File: src/rtl/ahb_lite_pkg.sv
// Shared AHB-Lite encodings and small helpers used by the initiator and lane steering logic.
package ahb_lite_pkg;

  typedef enum logic [1:0] {
    HTRANS_IDLE   = 2'b00,
    HTRANS_BUSY   = 2'b01,
    HTRANS_NONSEQ = 2'b10,
    HTRANS_SEQ    = 2'b11
  } htrans_e;

  typedef enum logic [2:0] {
    HSIZE_BYTE = 3'b000,
    HSIZE_HALF = 3'b001,
    HSIZE_WORD = 3'b010
  } hsize_e;

  localparam logic [2:0] HBURST_SINGLE = 3'b000;
  localparam logic       HRESP_OKAY    = 1'b0;
  localparam logic       HRESP_ERROR   = 1'b1;
  localparam logic [3:0] HPROT_DEFAULT = 4'b0011;

  // Sizes above word are not supported on a 32-bit bus and collapse to word.
  function automatic hsize_e norm_size(input logic [2:0] size);
    if (size > 3'd2) begin
      return HSIZE_WORD;
    end
    return hsize_e'(size);
  endfunction

  function automatic logic [31:0] align_addr(input logic [31:0] addr, input hsize_e size);
    case (size)
      HSIZE_HALF: return {addr[31:1], 1'b0};
      HSIZE_WORD: return {addr[31:2], 2'b00};
      default:    return addr;
    endcase
  endfunction

endpackage

File: src/rtl/ahb_lane_steer.sv
// Byte-lane steering: replicates write data across lanes and extracts/zero-extends read data.
module ahb_lane_steer
  import ahb_lite_pkg::*;
(
  input  hsize_e      i_wsize,
  input  logic [31:0] i_wdata,
  output logic [31:0] o_wdata,
  input  hsize_e      i_rsize,
  input  logic [1:0]  i_raddr,
  input  logic [31:0] i_rdata,
  output logic [31:0] o_rdata
);

  always_comb begin
    o_wdata = i_wdata;
    case (i_wsize)
      HSIZE_BYTE: o_wdata = {4{i_wdata[7:0]}};
      HSIZE_HALF: o_wdata = {2{i_wdata[15:0]}};
      default:    o_wdata = i_wdata;
    endcase
  end

  // Little-endian lanes: addr[1:0] picks the byte, addr[1] picks the half.
  always_comb begin
    o_rdata = i_rdata;
    case (i_rsize)
      HSIZE_BYTE: o_rdata = {24'b0, i_rdata[{i_raddr, 3'b000} +: 8]};
      HSIZE_HALF: o_rdata = i_raddr[1] ? {16'b0, i_rdata[31:16]} : {16'b0, i_rdata[15:0]};
      default:    o_rdata = i_rdata;
    endcase
  end

endmodule

File: src/rtl/ahb_lite_master.sv
// AHB-Lite initiator: valid/ready command stream to single transfers over an
// address/data pipeline, with wait-state, two-cycle error and in-order responses.
module ahb_lite_master
  import ahb_lite_pkg::*;
#(
  parameter logic [3:0] HPROT_VAL = HPROT_DEFAULT
) (
  input  logic        HCLK,
  input  logic        HRESETn,
  input  logic        cmd_valid,
  output logic        cmd_ready,
  input  logic        cmd_write,
  input  logic [31:0] cmd_addr,
  input  logic [2:0]  cmd_size,
  input  logic [31:0] cmd_wdata,
  output logic        rsp_valid,
  output logic [31:0] rsp_rdata,
  output logic        rsp_err,
  output logic [31:0] HADDR,
  output logic [1:0]  HTRANS,
  output logic        HWRITE,
  output logic [2:0]  HSIZE,
  output logic [2:0]  HBURST,
  output logic [3:0]  HPROT,
  output logic [31:0] HWDATA,
  input  logic [31:0] HRDATA,
  input  logic        HREADY,
  input  logic        HRESP
);

  logic        r_a_v;
  logic [31:0] r_a_addr;
  hsize_e      r_a_size;
  logic        r_a_write;
  logic [31:0] r_a_wdata;

  logic        r_d_v;
  logic        r_d_write;
  hsize_e      r_d_size;
  logic [1:0]  r_d_lane;

  logic        r_cancel;
  logic [31:0] r_hwdata;
  logic        r_rsp_v;
  logic        r_rsp_err;
  logic [31:0] r_rsp_rdata;

  logic        w_nonseq;
  logic        w_err_first;
  logic        w_accept;
  logic        w_complete;
  logic [31:0] w_wdata_rep;
  logic [31:0] w_rdata_ext;

  assign w_nonseq    = r_a_v & ~r_cancel;
  assign w_err_first = r_d_v & ~HREADY & (HRESP == HRESP_ERROR);
  assign cmd_ready   = (HREADY | ~r_a_v) & ~r_cancel & ~w_err_first;
  assign w_accept    = cmd_valid & cmd_ready;
  assign w_complete  = r_d_v & HREADY;

  ahb_lane_steer u_lane_steer (
    .i_wsize (r_a_size),
    .i_wdata (r_a_wdata),
    .o_wdata (w_wdata_rep),
    .i_rsize (r_d_size),
    .i_raddr (r_d_lane),
    .i_rdata (HRDATA),
    .o_rdata (w_rdata_ext)
  );

  // An empty A-stage may fill during a wait state; a full one only moves on HREADY.
  // While cancelling, cmd_ready is low so the retained command simply holds.
  always_ff @(posedge HCLK or negedge HRESETn) begin
    if (!HRESETn) begin
      r_a_v     <= 1'b0;
      r_a_addr  <= '0;
      r_a_size  <= HSIZE_BYTE;
      r_a_write <= 1'b0;
      r_a_wdata <= '0;
    end else if (w_accept) begin
      r_a_v     <= 1'b1;
      r_a_addr  <= cmd_addr;
      r_a_size  <= norm_size(cmd_size);
      r_a_write <= cmd_write;
      r_a_wdata <= cmd_wdata;
    end else if (HREADY && !r_cancel) begin
      r_a_v <= 1'b0;
    end
  end

  always_ff @(posedge HCLK or negedge HRESETn) begin
    if (!HRESETn) begin
      r_cancel <= 1'b0;
    end else if (w_err_first) begin
      r_cancel <= 1'b1;
    end else if (HREADY) begin
      r_cancel <= 1'b0;
    end
  end

  always_ff @(posedge HCLK or negedge HRESETn) begin
    if (!HRESETn) begin
      r_d_v     <= 1'b0;
      r_d_write <= 1'b0;
      r_d_size  <= HSIZE_BYTE;
      r_d_lane  <= 2'b00;
      r_hwdata  <= '0;
    end else if (HREADY) begin
      r_d_v     <= w_nonseq;
      r_d_write <= r_a_write;
      r_d_size  <= r_a_size;
      r_d_lane  <= r_a_addr[1:0];
      r_hwdata  <= w_wdata_rep;
    end
  end

  always_ff @(posedge HCLK or negedge HRESETn) begin
    if (!HRESETn) begin
      r_rsp_v     <= 1'b0;
      r_rsp_err   <= 1'b0;
      r_rsp_rdata <= '0;
    end else begin
      r_rsp_v <= w_complete;
      if (w_complete) begin
        r_rsp_err   <= (HRESP == HRESP_ERROR);
        r_rsp_rdata <= r_d_write ? 32'h0 : w_rdata_ext;
      end
    end
  end

  assign HADDR     = align_addr(r_a_addr, r_a_size);
  assign HTRANS    = w_nonseq ? HTRANS_NONSEQ : HTRANS_IDLE;
  assign HWRITE    = r_a_write;
  assign HSIZE     = r_a_size;
  assign HBURST    = HBURST_SINGLE;
  assign HPROT     = HPROT_VAL;
  assign HWDATA    = r_hwdata;
  assign rsp_valid = r_rsp_v;
  assign rsp_err   = r_rsp_err;
  assign rsp_rdata = r_rsp_rdata;

endmodule

File: config.mk
export PLATFORM = sky130hd
export DESIGN_NAME = ahb_lite_master
export DESIGN_NICKNAME = d
export VERILOG_FILES = /design/src/rtl/ahb_lite_pkg.sv /design/src/rtl/ahb_lane_steer.sv /design/src/rtl/ahb_lite_master.sv
export SDC_FILE = /design/constraint.sdc
export NUM_CORES = 1
export LEC_CHECK = 0
export ABC_AREA = 1
export BUFFER_PORTS_ARGS = -buffer_cell sky130_fd_sc_hd__clkbuf_2
export CORE_MARGIN = 2
export CORE_UTILIZATION = 46
export CTS_CLUSTER_DIAMETER = 200
export DETAILED_ROUTE_END_ITERATION = 10
export PLACE_DENSITY_LB_ADDON = 0.25
export SKIP_CTS_REPAIR_TIMING = 1
export SLEW_MARGIN = 5
export SYNTH_ARGS = -nofsm -noshare
export SYNTH_HDL_FRONTEND = slang
export SYNTH_SLANG_ARGS = --single-unit
File: constraint.sdc
create_clock -name HCLK -period 1.3 [get_ports HCLK]
set_input_delay 0.13 -clock HCLK [delete_from_list [all_inputs] [get_ports HCLK]]
set_output_delay 0.13 -clock HCLK [all_outputs]
set_load 0.1 [all_outputs]
==> out/summary.txt <==
Hold-critical path depth: 3
Placed cell areas: 8070 um^2
Reg2reg setup slack: -0.20 ns
Number of port buffers: 208
Failing checks: hold timing, setup timing
Setup violations, final: 86
Width of the die: 123 um
Hold Violations, Final: 1
H-tree levels: 4
Synth top area share: 54.9%
Gp weighted congestion: 0.838
Grt total ovfl: 0
Hold Slack: -0.0173 ns
RSZ-0062 raised after global routing: true
Pin count of the biggest net entering global routing: 79
Layout cell share with drive strength beyond 1: 35.0%
TritonCTS buffer count: 17
Final Slew Violations: 0
Outcome: finished, violations left
CP cell instances: inv_4, nor3_2, inv_1, nand2_2, clkinvlp_4, buf_12
Initial Utilization: 46.9%
WP data required: 1.17 ns
Pwr Total: 27.6 mW
Netlist cell types: 24
Most frequent cells in the layout: nand2_1, dfrtp_1, buf_4
WP data arrival: 1.51 ns
Max-cap check violation count: 0
Antenna violations before repair: 0
P&R area growth vs syn: 59.0%
CTS max path bufs: 2
Fin worst setup slack: -0.338 ns
Static Leakage: 5.57 nW
Std cell rows: 43
Iteration-0 DRC Markers: 493
Tcrit/Tclk final: 126%
Wire length on met2: 9930 um
Vias in the first global route: 5195
First-pass GRT wire length: 25900 um
Antenna cells: 0
Maximum vdd drop: 1.58 mV
Core area: 13900 um^2
Yosys top cell by area: dfrtp_1
Ranking of synthesized cells by area: dfrtp_1, nand2_1, buf_4
Total Routing Usage GR: 22.5%
Hold WC Path Type: in2reg
Crit path max fanout: 4
Post-route design area: 10400 um^2
Clk sinks: 143
Fillers: 999
Slowest cell on crit path: dfrtp_4
Worst-skew pair later-pin latency: 0.43 ns
Die footprint: 15100 um^2
Top sig layer: met4
Drt pass-1 iters: 5
Reg clk slew, reported paths: 0.06 ns
DR WL met3: 1460 um
CTS tree: built
Pwr/cell area: 2660 nW/um^2
CP Capture Type: output pin
Synthesized cell area: 6510 um^2
Fin cells: 1303
Max Fclk: 0.610 GHz
I/O pin count: 217
Wl on met1: 8700 um
Via count: 6242
WS Path Type: reg2out
Final antenna-violating net count: 0
Mapped Cells: 818
CP Launch Type: register
Avg Inst Size Synth: 7.96 um^2
Final Util: 74.6%
Commonest non-fill, non-tap cell in the layout: nand2_1
Residual DRC count: 0
Chip height: 123 um
Skew final: 0.00909 ns
Sequential area share after synthesis: 54.9%
Number of synthesized register bits: 143
Total wire length: 20400 um
Tmin final: 1.64 ns
Warnings from Yosys: 0
R2R depth: 7
Vias/cell: 4.79
Final #Nets: 1215
CTS root buf: clkbuf_16
Placed cell count: 1165
Biggest cell delay along the critical path: 0.44 ns
Wire per inst: 15.6 um
Post-DP HPWL: 11900 um
==> registers in the layout, indices dropped and copies added, names as in the netlist <==
| register | flops |
|---|---|
| r_d_size | 3 |
| HSIZE | 3 |
| rsp_rdata | 32 |
| rsp_err | 1 |
| r_a_wdata | 32 |
| r_d_lane | 2 |
| rsp_valid | 1 |
| r_cancel | 1 |
| r_a_addr | 32 |
| r_a_v | 1 |
| r_d_write | 1 |
| HWDATA | 32 |
| HWRITE | 1 |
| r_d_v | 1 |
==> final timing paths <==
path	end	from
hold / removal	rsp_rdata[26]$_DFFE_PN0P_	HRDATA[26]
max in group asynchronous	r_a_wdata[18]$_DFFE_PN0P_	HRESETn
min in group asynchronous	r_a_addr[29]$_DFFE_PN0P_	HRESETn
setup / recovery	HADDR[1]	HSIZE[1]$_DFFE_PN0P_
hold reg to reg	HWDATA[1]$_DFFE_PN0P_	HWDATA[1]$_DFFE_PN0P_
setup reg to reg	r_a_addr[25]$_DFFE_PN0P_	r_cancel$_DFFE_PN0P_
==> synthesized netlist by cell type, drive strengths merged <==
library cell / n
nand2: 349
dfrtp: 143
o21ai: 107
inv: 84
buf: 55
nor2: 29
clkbuf: 18
nand3: 18
a31oi: 8
a21oi: 2
conb: 2
and2: 1
nor3: 1
o31ai: 1
==> cell type report <==
| cell class | count | area, um^2 | share of cell area, % |
|---|---|---|---|
| clock buffer | 22 | 454 | 4.39 |
| multi-input combinational | 524 | 2650 | 25.6 |
| inverter | 84 | 324 | 3.13 |
| tap | 180 | 225 | 2.17 |
| clock inverter | 10 | 115 | 1.11 |
| sequential | 143 | 3590 | 34.7 |
| timing repair buffer | 340 | 3000 | 29.0 |
==> metal layers <==
layer	track usage [%]	up-vias
met5	0	-
met4	8.24	0
met3	6.23	25
met2	32.6	263
met1	32.2	2884
li1	-	3070
==> worst max-delay path, delay by kind of cell (launching register included) <==
family	cells	cell delay, ns
buffers and inverters	4	0.40
DFF	1	0.44
and+or+nand+nor	2	0.23
==> where the power goes <==
part | switching, mW | internal [mW]
combinational | 11.6 | 4.00
sequential | 1.30 | 5.93
clock | 1.86 | 2.87
total | 14.8 | 12.8
==> stage by stage <==
| stage | setup TNS [ns] | setup slack (ns) |
|---|---|---|
| floorplan | -3.22 | -0.233 |
| global placement | 0 | 0.0488 |
| detailed placement | 0 | 0.0189 |
| CTS | -1.46 | -0.417 |
| global route | -15.45 | -0.433 |
| finish | -10.22 | -0.338 |
==> kinds of logic (layout without fill, tap and decap cells) <==
group / Yosys count / after routing / synth area share [%]
AND/OR/NAND/NOR: 398 / 398 / 23.7
flip-flops: 143 / 143 / 54.9
buffers and inverters: 157 / 456 / 11.9
other: 2 / 8 / 0.115
AO/OA/AOI/OAI: 118 / 118 / 9.43
(Power assumes the default switching activity.)
